`config.mk`:
```
export PLATFORM = sky130hd
export DESIGN_NAME = seg7_scan_ctrl
export DESIGN_NICKNAME = d
export VERILOG_FILES = /design/src/rtl/seg7_pkg.sv /design/src/rtl/seg7_glyph.sv /design/src/rtl/seg7_scan_ctrl.sv
export SDC_FILE = /design/constraint.sdc
export NUM_CORES = 1
export LEC_CHECK = 0
export ABC_CLOCK_PERIOD_IN_PS = 4200
export BUFFER_PORTS_ARGS = -buffer_cell sky130_fd_sc_hd__buf_2
export CAP_MARGIN = 25
export CORE_ASPECT_RATIO = 0.9
export CORE_UTILIZATION = 44
export CTS_CLUSTER_DIAMETER = 60
export DETAILED_ROUTE_END_ITERATION = 12
export SLEW_MARGIN = 20
export SYNTH_ARGS = -nofsm -noshare
export SYNTH_HDL_FRONTEND = slang
export SYNTH_SLANG_ARGS = --single-unit
```
`constraint.sdc`:
```
create_clock -name clk -period 4.2 [get_ports clk]
set_input_delay 1.05 -clock clk [delete_from_list [all_inputs] [get_ports clk]]
set_output_delay 1.05 -clock clk [all_outputs]
set_load 0.03 [all_outputs]
```
`src/rtl/seg7_pkg.sv`:
```
// -----------------------------------------------------------------------------
// seg7_pkg
// Shared constants for the 4-digit 7-segment scan controller.
//   N_DIGITS     : number of multiplexed digits
//   SEG7_BLANK   : all segments off (active-low)
//   SEG7_ALL_ON  : all segments lit (lamp test)
//   SEG7_GLYPH_n : active-low {a,b,c,d,e,f,g} patterns for BCD 0..9
//   seg7_decode  : nibble -> glyph; codes 10..15 decode to blank
// -----------------------------------------------------------------------------
package seg7_pkg;

  localparam int N_DIGITS = 4;

  typedef logic [3:0] bcd_t;
  typedef logic [6:0] seg_t;

  localparam seg_t SEG7_BLANK  = 7'b1111111;
  localparam seg_t SEG7_ALL_ON = 7'b0000000;

  localparam seg_t SEG7_GLYPH_0 = 7'b0000001;
  localparam seg_t SEG7_GLYPH_1 = 7'b1001111;
  localparam seg_t SEG7_GLYPH_2 = 7'b0010010;
  localparam seg_t SEG7_GLYPH_3 = 7'b0000110;
  localparam seg_t SEG7_GLYPH_4 = 7'b1001100;
  localparam seg_t SEG7_GLYPH_5 = 7'b0100100;
  localparam seg_t SEG7_GLYPH_6 = 7'b0100000;
  localparam seg_t SEG7_GLYPH_7 = 7'b0001111;
  localparam seg_t SEG7_GLYPH_8 = 7'b0000000;
  localparam seg_t SEG7_GLYPH_9 = 7'b0000100;

  function automatic seg_t seg7_decode(input bcd_t code);
    seg_t seg;
    case (code)
      4'd0:    seg = SEG7_GLYPH_0;
      4'd1:    seg = SEG7_GLYPH_1;
      4'd2:    seg = SEG7_GLYPH_2;
      4'd3:    seg = SEG7_GLYPH_3;
      4'd4:    seg = SEG7_GLYPH_4;
      4'd5:    seg = SEG7_GLYPH_5;
      4'd6:    seg = SEG7_GLYPH_6;
      4'd7:    seg = SEG7_GLYPH_7;
      4'd8:    seg = SEG7_GLYPH_8;
      4'd9:    seg = SEG7_GLYPH_9;
      default: seg = SEG7_BLANK;
    endcase
    return seg;
  endfunction

endpackage

```
`src/rtl/seg7_glyph.sv`:
```
// -----------------------------------------------------------------------------
// seg7_glyph
// Combinational nibble -> segment lookup with overrides.
//   nibble_i : BCD code of the selected digit
//   blank_i  : force blank (leading-zero suppression)
//   lt_i     : lamp test, lights every segment; wins over blank_i
//   seg_o    : active-low {a,b,c,d,e,f,g}
// -----------------------------------------------------------------------------
module seg7_glyph
  import seg7_pkg::*;
(
  input  logic [3:0] nibble_i,
  input  logic       blank_i,
  input  logic       lt_i,
  output logic [6:0] seg_o
);

  // Override priority: lamp test, then blanking, then glyph table
  always_comb begin
    if (lt_i) begin
      seg_o = SEG7_ALL_ON;
    end else if (blank_i) begin
      seg_o = SEG7_BLANK;
    end else begin
      seg_o = seg7_decode(nibble_i);
    end
  end

endmodule

```
`src/rtl/seg7_scan_ctrl.sv`:
```
// -----------------------------------------------------------------------------
// seg7_scan_ctrl
// Time-multiplexed scan controller for a 4-digit common-anode display.
//   clk, rst  : clock (rising edge), asynchronous active-high reset
//   value_i   : four BCD digits, [15:12] = MSD
//   load_i    : one-cycle strobe capturing value_i into the pending register
//   pending_o : a captured value waits for the next frame boundary
//   lt_i      : lamp test; rbi_n_i : 0 = blank leading zeros
//   an_o      : active-low digit enables; seg_o : active-low segments
//   frame_o   : one-cycle pulse in the cycle where digit 3 wraps to digit 0
// Optional feature macro SEG7_DIM_EN adds duty_i[2:0] for PWM dimming of
// the anode within each slot.
// -----------------------------------------------------------------------------
module seg7_scan_ctrl
  import seg7_pkg::*;
#(
  parameter int PRESCALE = 100000,
  parameter int CNT_W    = $clog2(PRESCALE)
) (
  input  logic        clk,
  input  logic        rst,
  input  logic [15:0] value_i,
  input  logic        load_i,
  output logic        pending_o,
  input  logic        lt_i,
  input  logic        rbi_n_i,
`ifdef SEG7_DIM_EN
  input  logic [2:0]  duty_i,
`endif
  output logic [3:0]  an_o,
  output logic [6:0]  seg_o,
  output logic        frame_o
);

  logic [CNT_W-1:0] cnt_q, cnt_d;
  logic [1:0]       idx_q, idx_d;
  logic [15:0]      shadow_q, shadow_d;
  logic [15:0]      pend_q, pend_d;
  logic             pending_q, pending_d;
  logic [3:0]       an_q, an_d;
  logic [6:0]       seg_q, seg_d;
  logic             frame_q, frame_d;

  logic             tick_s;
  logic             boundary_s;
  logic [3:0]       digit_s;
  logic             blank_s;
  logic [2:0]       lz_s;       // lz_s[k-1]: shadow digits 3..k all zero
  logic [6:0]       glyph_s;
  logic [3:0]       scan_an_s;

`ifdef SEG7_DIM_EN
  logic [2:0]       duty_q, duty_d;
  logic [31:0]      dim_thr_s;
`endif

  // Prescaler wrap, digit stepping and frame pulse lookahead
  always_comb begin
    tick_s     = (cnt_q == CNT_W'(PRESCALE - 1));
    boundary_s = tick_s && (idx_q == 2'd3);
    if (tick_s) begin
      cnt_d = {CNT_W{1'b0}};
      idx_d = idx_q + 2'd1;
    end else begin
      cnt_d = cnt_q + CNT_W'(1);
      idx_d = idx_q;
    end
    // frame_o is registered, so it is decided one cycle ahead of the wrap cycle
    frame_d = (cnt_q == CNT_W'(PRESCALE - 2)) && (idx_q == 2'd3);
  end

  // Load handshake and frame-boundary shadow update
  always_comb begin
    shadow_d  = shadow_q;
    pend_d    = pend_q;
    pending_d = pending_q;
    if (boundary_s && pending_q) begin
      shadow_d  = pend_q;
      pending_d = 1'b0;
    end else begin
      shadow_d  = shadow_q;
    end
    // A load on the apply edge re-arms pending after the old value is taken
    if (load_i) begin
      pend_d    = value_i;
      pending_d = 1'b1;
    end else begin
      pend_d    = pend_q;
    end
  end

  // Digit select and ripple leading-zero detection on the shadow value
  always_comb begin
    lz_s[2] = (shadow_q[15:12] == 4'd0);
    lz_s[1] = lz_s[2] && (shadow_q[11:8] == 4'd0);
    lz_s[0] = lz_s[1] && (shadow_q[7:4] == 4'd0);
    case (idx_q)
      2'd0:    begin digit_s = shadow_q[3:0];   blank_s = 1'b0;    end
      2'd1:    begin digit_s = shadow_q[7:4];   blank_s = lz_s[0]; end
      2'd2:    begin digit_s = shadow_q[11:8];  blank_s = lz_s[1]; end
      2'd3:    begin digit_s = shadow_q[15:12]; blank_s = lz_s[2]; end
      default: begin digit_s = 4'd0;            blank_s = 1'b0;    end
    endcase
    if (rbi_n_i) begin
      blank_s = 1'b0;
    end else begin
      blank_s = blank_s;
    end
  end

  seg7_glyph u_glyph (
    .nibble_i (digit_s),
    .blank_i  (blank_s),
    .lt_i     (lt_i),
    .seg_o    (glyph_s)
  );

  // Next anode and segment values
  always_comb begin
    scan_an_s = ~(4'b0001 << idx_q);
    seg_d     = glyph_s;
`ifdef SEG7_DIM_EN
    duty_d    = tick_s ? duty_i : duty_q;
    dim_thr_s = ((32'(duty_q) + 32'd1) * 32'(PRESCALE)) >> 3;
    if (32'(cnt_q) < dim_thr_s) begin
      an_d = scan_an_s;
    end else begin
      an_d = 4'b1111;
    end
`else
    an_d      = scan_an_s;
`endif
  end

  // State and registered outputs
  always_ff @(posedge clk or posedge rst) begin
    if (rst) begin
      cnt_q     <= {CNT_W{1'b0}};
      idx_q     <= 2'd0;
      shadow_q  <= 16'h0000;
      pend_q    <= 16'h0000;
      pending_q <= 1'b0;
      an_q      <= 4'b1111;
      seg_q     <= SEG7_BLANK;
      frame_q   <= 1'b0;
`ifdef SEG7_DIM_EN
      duty_q    <= 3'd7;
`endif
    end else begin
      cnt_q     <= cnt_d;
      idx_q     <= idx_d;
      shadow_q  <= shadow_d;
      pend_q    <= pend_d;
      pending_q <= pending_d;
      an_q      <= an_d;
      seg_q     <= seg_d;
      frame_q   <= frame_d;
`ifdef SEG7_DIM_EN
      duty_q    <= duty_d;
`endif
    end
  end

  assign pending_o = pending_q;
  assign an_o      = an_q;
  assign seg_o     = seg_q;
  assign frame_o   = frame_q;

endmodule

```
==> results.json, run 1 <==
{
  "p_leak_nw": 1.60,
  "routed_wl_mm": 5.61,
  "drt-initial-drc-count": 124,
  "r2r_setup_slack_ns": 1.44,
  "cts_max_level": 3,
  "cts_buffers": 9,
  "cts-root-buf": "clkbuf_8",
  "die_x_um": 89.5,
  "hold_depth": 1,
  "slowest_delay_ns": 0.81,
  "endpoint_kind": "register",
  "hold_end": "shadow_q[10]",
  "grt_antenna_before_repair": 0,
  "power.density_nw_per_um2": 360,
  "max_cap_violations": 0,
  "synth-main-ff-cell": "dfrtp_1",
  "crit_required_ns": 4.42,
  "ys_seq_area_frac": 0.533,
  "grt_pass1_vias": 1916,
  "cp-start-kind": "register",
  "synth_most_common_cell": "dfrtp_1",
  "cp_cell_sequence": "or4b_1 > or4_4 > nor3_4 > mux2_2",
  "syn_nets": 278,
  "gr-total-overflow": 0,
  "via_per_inst": 5.21,
  "wire_per_inst_um": 14.8,
  "finalCritPeriodShare": 0.658,
  "grt_setup_unrepaired": "false",
  "final.fill_count": 589,
  "worst-slew-pin-transition_ns": 0.957,
  "power_mw": 1.26,
  "synth-seq-cells": 64,
  "gp_congestion": 0.846,
  "whs_ns": 0.503,
  "syn_area_um2": 3030,
  "cts_tree": "yes",
  "crit_type": "reg2reg",
  "io_buffers": 33,
  "syn_inst": 245,
  "clockBufferDepth": 2,
  "synth_warnings": 0,
  "coreArea_um2": 6620,
  "hold_buffers": 0,
  "skew_ns": 0.00886,
  "rr_startpoint": "cnt_q[5]",
  "outcome": "finished clean",
  "rows": 28,
  "maxSlewHeadroom": 0.360,
  "vdd_drop_max_mv": 0.163,
  "cts_resized": 0,
  "ff2ff_path_depth": 4,
  "grt_pass1_wl_mm": 9.57,
  "cts.sinks": 64,
  "hp-start": "pend_q[10]",
  "r2r_end": "shadow_q[15]",
  "boundaryPins": 34,
  "clk_latency_ns": 0.34,
  "crit_fanout": 16,
  "fin_setup_tns_ns": 0,
  "nNetsFinal": 317,
  "fmax_mhz": 362,
  "synth_common_cells": "dfrtp_1, mux2_2, nor2_1, nand2_1",
  "synth_edf_count": 0,
  "drive_gt1_frac": 0.340,
  "async_flop_share": 1.00,
  "initial_utilization": 0.457,
  "syn_to_final_growth_pct": 15.2,
  "ys_top_cells_by_area": "dfrtp_1, dfstp_2, mux2_2",
  "die_area_um2": 7220,
  "drtPass1Iterations": 4,
  "grt_max_degree": 49,
  "synth_top_area_frac": 0.438,
  "synth_area_per_cell_um2": 12.4,
  "drv_slew": 0,
  "n_antenna_cell": 0,
  "hp-class": "reg2reg",
  "period_needed_ns": 2.76,
  "place_hpwl_mm": 3.95,
  "post_cts_buffers": 0,
  "hold_violations": 0,
  "path_clk_slew_ns": 0.07,
  "synth_top_cell_by_area": "dfrtp_1",
  "slowest_stage": "nor3_4",
  "arrival_ns": 2.99,
  "yosysUniqueCellTypes": 48,
  "die_y_um": 80.7,
  "drc": 0,
  "gr-usage-all-layers": 0.179,
  "num_vias": 1970,
  "antenna_left": 0,
  "setup_viol": 0
}
==> cells by family (layout without fill, tap and decap cells) <==
group           count (synthesis)  after routing  share of synthesized area
simple gates                   69             69                      0.132
flops                          64             64                      0.533
mux                            34             34                      0.138
compound gates                 32             32                     0.0739
buf+inv                        19             62                     0.0297
xor+xnor                       15             15                     0.0434
fa+ha+maj                      12             12                     0.0496
==> worst max path at each step <==
stage / startpoint / to / slack [ns] / cells past startpoint
CTS: cnt_q[5] / shadow_q[15] / 1.42 / 4
finish: cnt_q[5] / shadow_q[15] / 1.44 / 4
floorplan: rst / cnt_q[0] / 1.57 / 1
global placement: cnt_q[5] / shadow_q[14] / 1.46 / 4
global route: idx_q[0] / seg_o[1] / 1.25 / 10
detailed placement: cnt_q[5] / shadow_q[15] / 1.43 / 4
==> metrics by stage <==
stage          area [um^2]  setup WS (ns)   util  cells
2_1_floorplan         3030           1.57      -    245
3_3_place_gp          3280           1.46  0.495    363
3_5_place_dp          3280           1.43  0.495    363
4_1_cts               3490           1.42  0.527    378
5_1_grt               3490           1.25  0.527    378
6_report              3490           1.44  0.527    378
==> cell type report <==
cell class	instances	area (um^2)	area share
multi-input cells	162	1320	0.379
inverters	12	46.3	0.0133
repair buffers	35	180	0.0516
flip-flops and latches	64	1620	0.463
clock buffers	11	141	0.0405
clock inverters	4	68.8	0.0197
well taps	90	113	0.0323
==> report_power, final <==
group	total (mW)	internal, mW	switching (mW)	leakage [nW]
clock network	0.570	0.344	0.226	0.107
logic	0.0448	0.0222	0.0226	0.696
registers	0.641	0.633	0.00805	0.799
total	1.26	1.00	0.256	1.60
==> worst max-delay path: cells and delay by family, from the launching register on <==
kind | cells | cell delay [ns]
simple gates | 3 | 1.79
flops | 1 | 0.44
mux | 1 | 0.42
==> state kept, by name, indices dropped and copies added, names as in the netlist <==
signal     count
an_o           4
cnt_q         17
frame_o        1
idx_q          2
pend_q        16
pending_o      1
seg_o          7
shadow_q      16
==> cells in the final DEF (no fill, tap or decap), drive strengths merged, types with 3 or more instances in the layout <==
cell type  netlist  routed
o21ai            3       3
or4              4       4
clkinv           0       3
and4             4       4
nand3           10      10
nor2            15      15
inv             12      11
dfstp           11      11
o311ai           4       4
nor2b            3       3
nor3             3       3
xnor2            8       8
mux2            33      33
clkbuf           4      11
nand4            5       5
xor2             7       7
a21oi            7       7
dfrtp           53      53
a211oi           3       3
buf              3      35
nand2           13      13
ha              12      12
==> per-layer routing <==
layer,track usage,vias up,share of wire
li1,-,963,-
met1,0.259,948,0.50
met2,0.250,51,0.43
met3,0.0596,8,0.055
met4,0.0635,0,0.012
met5,0,-,0
Power figures use the tool's default switching activity.
==> run 2, diff against run 1 <==
--- a/config.mk
+++ b/config.mk
@@ -5,7 +5,7 @@
 export SDC_FILE = /design/constraint.sdc
 export NUM_CORES = 1
 export LEC_CHECK = 0
-export ABC_CLOCK_PERIOD_IN_PS = 4200
+export ABC_CLOCK_PERIOD_IN_PS = 2700
 export BUFFER_PORTS_ARGS = -buffer_cell sky130_fd_sc_hd__buf_2
 export CAP_MARGIN = 25
 export CORE_ASPECT_RATIO = 0.9
==> constraint.sdc (replaced) <==
create_clock -name clk -period 2.7 [get_ports clk]
set_input_delay 0.675 -clock clk [delete_from_list [all_inputs] [get_ports clk]]
set_output_delay 0.675 -clock clk [all_outputs]
set_load 0.03 [all_outputs]
==> run 2 against run 1 <==
Compared with the run above: sequential share of layout area shrank 0.72 points; sequential cell count is the same; maximum frequency grew 13%; highest routed layer unchanged; first-iteration DRC count shrank 29%.
==> results.json, run 2 (synthesis results as in run 1) <==
{
  "met2WireLength_mm": 2.31,
  "gp_congestion": 0.790,
  "antenna_left": 0,
  "via_per_inst": 5.29,
  "period_needed_ns": 2.46,
  "cts_max_level": 3,
  "die_x_um": 89.5,
  "placed_cell_area_um2": 3320,
  "largest-register": "cnt_q",
  "die_y_um": 80.7,
  "cts-root-buf": "clkbuf_8",
  "rows": 28,
  "max_cap_violations": 0,
  "power.density_nw_per_um2": 539,
  "maxSlewHeadroom": 0.632,
  "hold_violations": 0,
  "top_regs": "cnt_q x17, pend_q x16, shadow_q x16",
  "vdd_drop_max_mv": 0.297,
  "drive_gt1_frac": 0.369,
  "cts.sinks": 64,
  "io_buffers": 33,
  "drt-initial-drc-count": 88,
  "routed_wl_mm": 5.63,
  "num_vias": 2025,
  "cp-start-kind": "register",
  "largest_register_ff_count": 17,
  "finalCritPeriodShare": 0.909,
  "drc": 0,
  "worst-slew-pin-transition_ns": 0.551,
  "whs_ns": 0.387,
  "final_common_cell": "dfrtp_1",
  "setup_viol": 0,
  "die_area_um2": 7220,
  "path_clk_slew_ns": 0.07,
  "nNetsFinal": 321,
  "hold_buffers": 0,
  "skew_ns": 0.00621,
  "final.fill_count": 595,
  "clockBufferDepth": 2,
  "crit_required_ns": 2.92,
  "wire_per_inst_um": 14.7,
  "highest_layer": "met4",
  "coreArea_um2": 6620,
  "wl_met1_mm": 2.96,
  "p_leak_nw": 1.62,
  "n_antenna_cell": 0,
  "met3_wirelength_um": 286,
  "cts_buffers": 9,
  "design_area_um2": 3540,
  "drv_slew": 0,
  "cts_resized": 0,
  "hp-class": "in2async",
  "layout_common_cells": "dfrtp_1, buf_2, mux2_2",
  "place_hpwl_mm": 4.04,
  "drtPass1Iterations": 5,
  "grt_max_degree": 28,
  "arrival_ns": 2.68,
  "power_mw": 1.91,
  "endpoint_kind": "register",
  "outcome": "finished clean",
  "clk_latency_ns": 0.33,
  "gr-total-overflow": 0,
  "cts_tree": "yes",
  "grt_pass1_wl_mm": 9.67,
  "grt_pass1_vias": 1889,
  "grt_setup_unrepaired": "false",
  "syn_to_final_growth_pct": 17.0,
  "crit_type": "reg2reg",
  "gr-usage-all-layers": 0.184,
  "initial_utilization": 0.457,
  "boundaryPins": 34,
  "fin_setup_tns_ns": 0,
  "post_cts_buffers": 0,
  "fmax_mhz": 407,
  "crit_fanout": 5,
  "grt_antenna_before_repair": 0
}
==> run 2: area by class of cell <==
class	count	area [um^2]	area share
clock buffers	11	151	0.0427
clock inverters	5	55.1	0.0155
inverters	12	45.0	0.0127
multi-input cells	162	1340	0.379
flip-flops and latches	64	1620	0.456
well taps	90	113	0.0318
repair buffers	39	223	0.0629
==> run 2: worst max-delay path, stage by stage (launching register included) <==
cell	delay [ns]
dfrtp_1	0.42
inv_1	0.15
ha_2	0.26
a21oi_1	0.09
a32oi_1	0.25
inv_1	0.15
ha_1	0.21
nor2b_1	0.13
a32oi_1	0.26
nand2_1	0.09
o311ai_0	0.33
==> run 2: final timing paths <==
kind | slack (ns) | cells after the start | to | startpoint
max in group asynchronous | 1.61 | 3 | seg_o[6] | rst
max reg2reg | 0.24 | 10 | seg_o[1] | idx_q[1]
min | 0.39 | 2 | cnt_q[14] | rst
max | 0.24 | 10 | seg_o[1] | idx_q[1]
min in group clk | 0.50 | 1 | cnt_q[0] | cnt_q[0]
min reg2reg | 0.50 | 1 | cnt_q[0] | cnt_q[0]
==> run 2: power by group <==
part | internal [mW] | switching (mW) | leakage [nW]
Sequential | 0.985 | 0.0126 | 0.799
Combinational | 0.0354 | 0.0349 | 0.719
Clock | 0.473 | 0.371 | 0.101
==> run 2: stage by stage <==
stage,instances,worst slack [ns],util
2_1_floorplan,245,0.296,-
3_3_place_gp,367,0.319,0.501
3_5_place_dp,367,0.192,0.501
4_1_cts,383,0.170,0.533
5_1_grt,383,0.0171,0.535
6_report,383,0.245,0.535
==> run 2: layer usage <==
metal | GRT usage | up-vias
met3 | 0.0555 | 6
li1 | - | 968
met5 | 0 | -
met1 | 0.279 | 997
met4 | 0.0683 | 0
met2 | 0.243 | 54
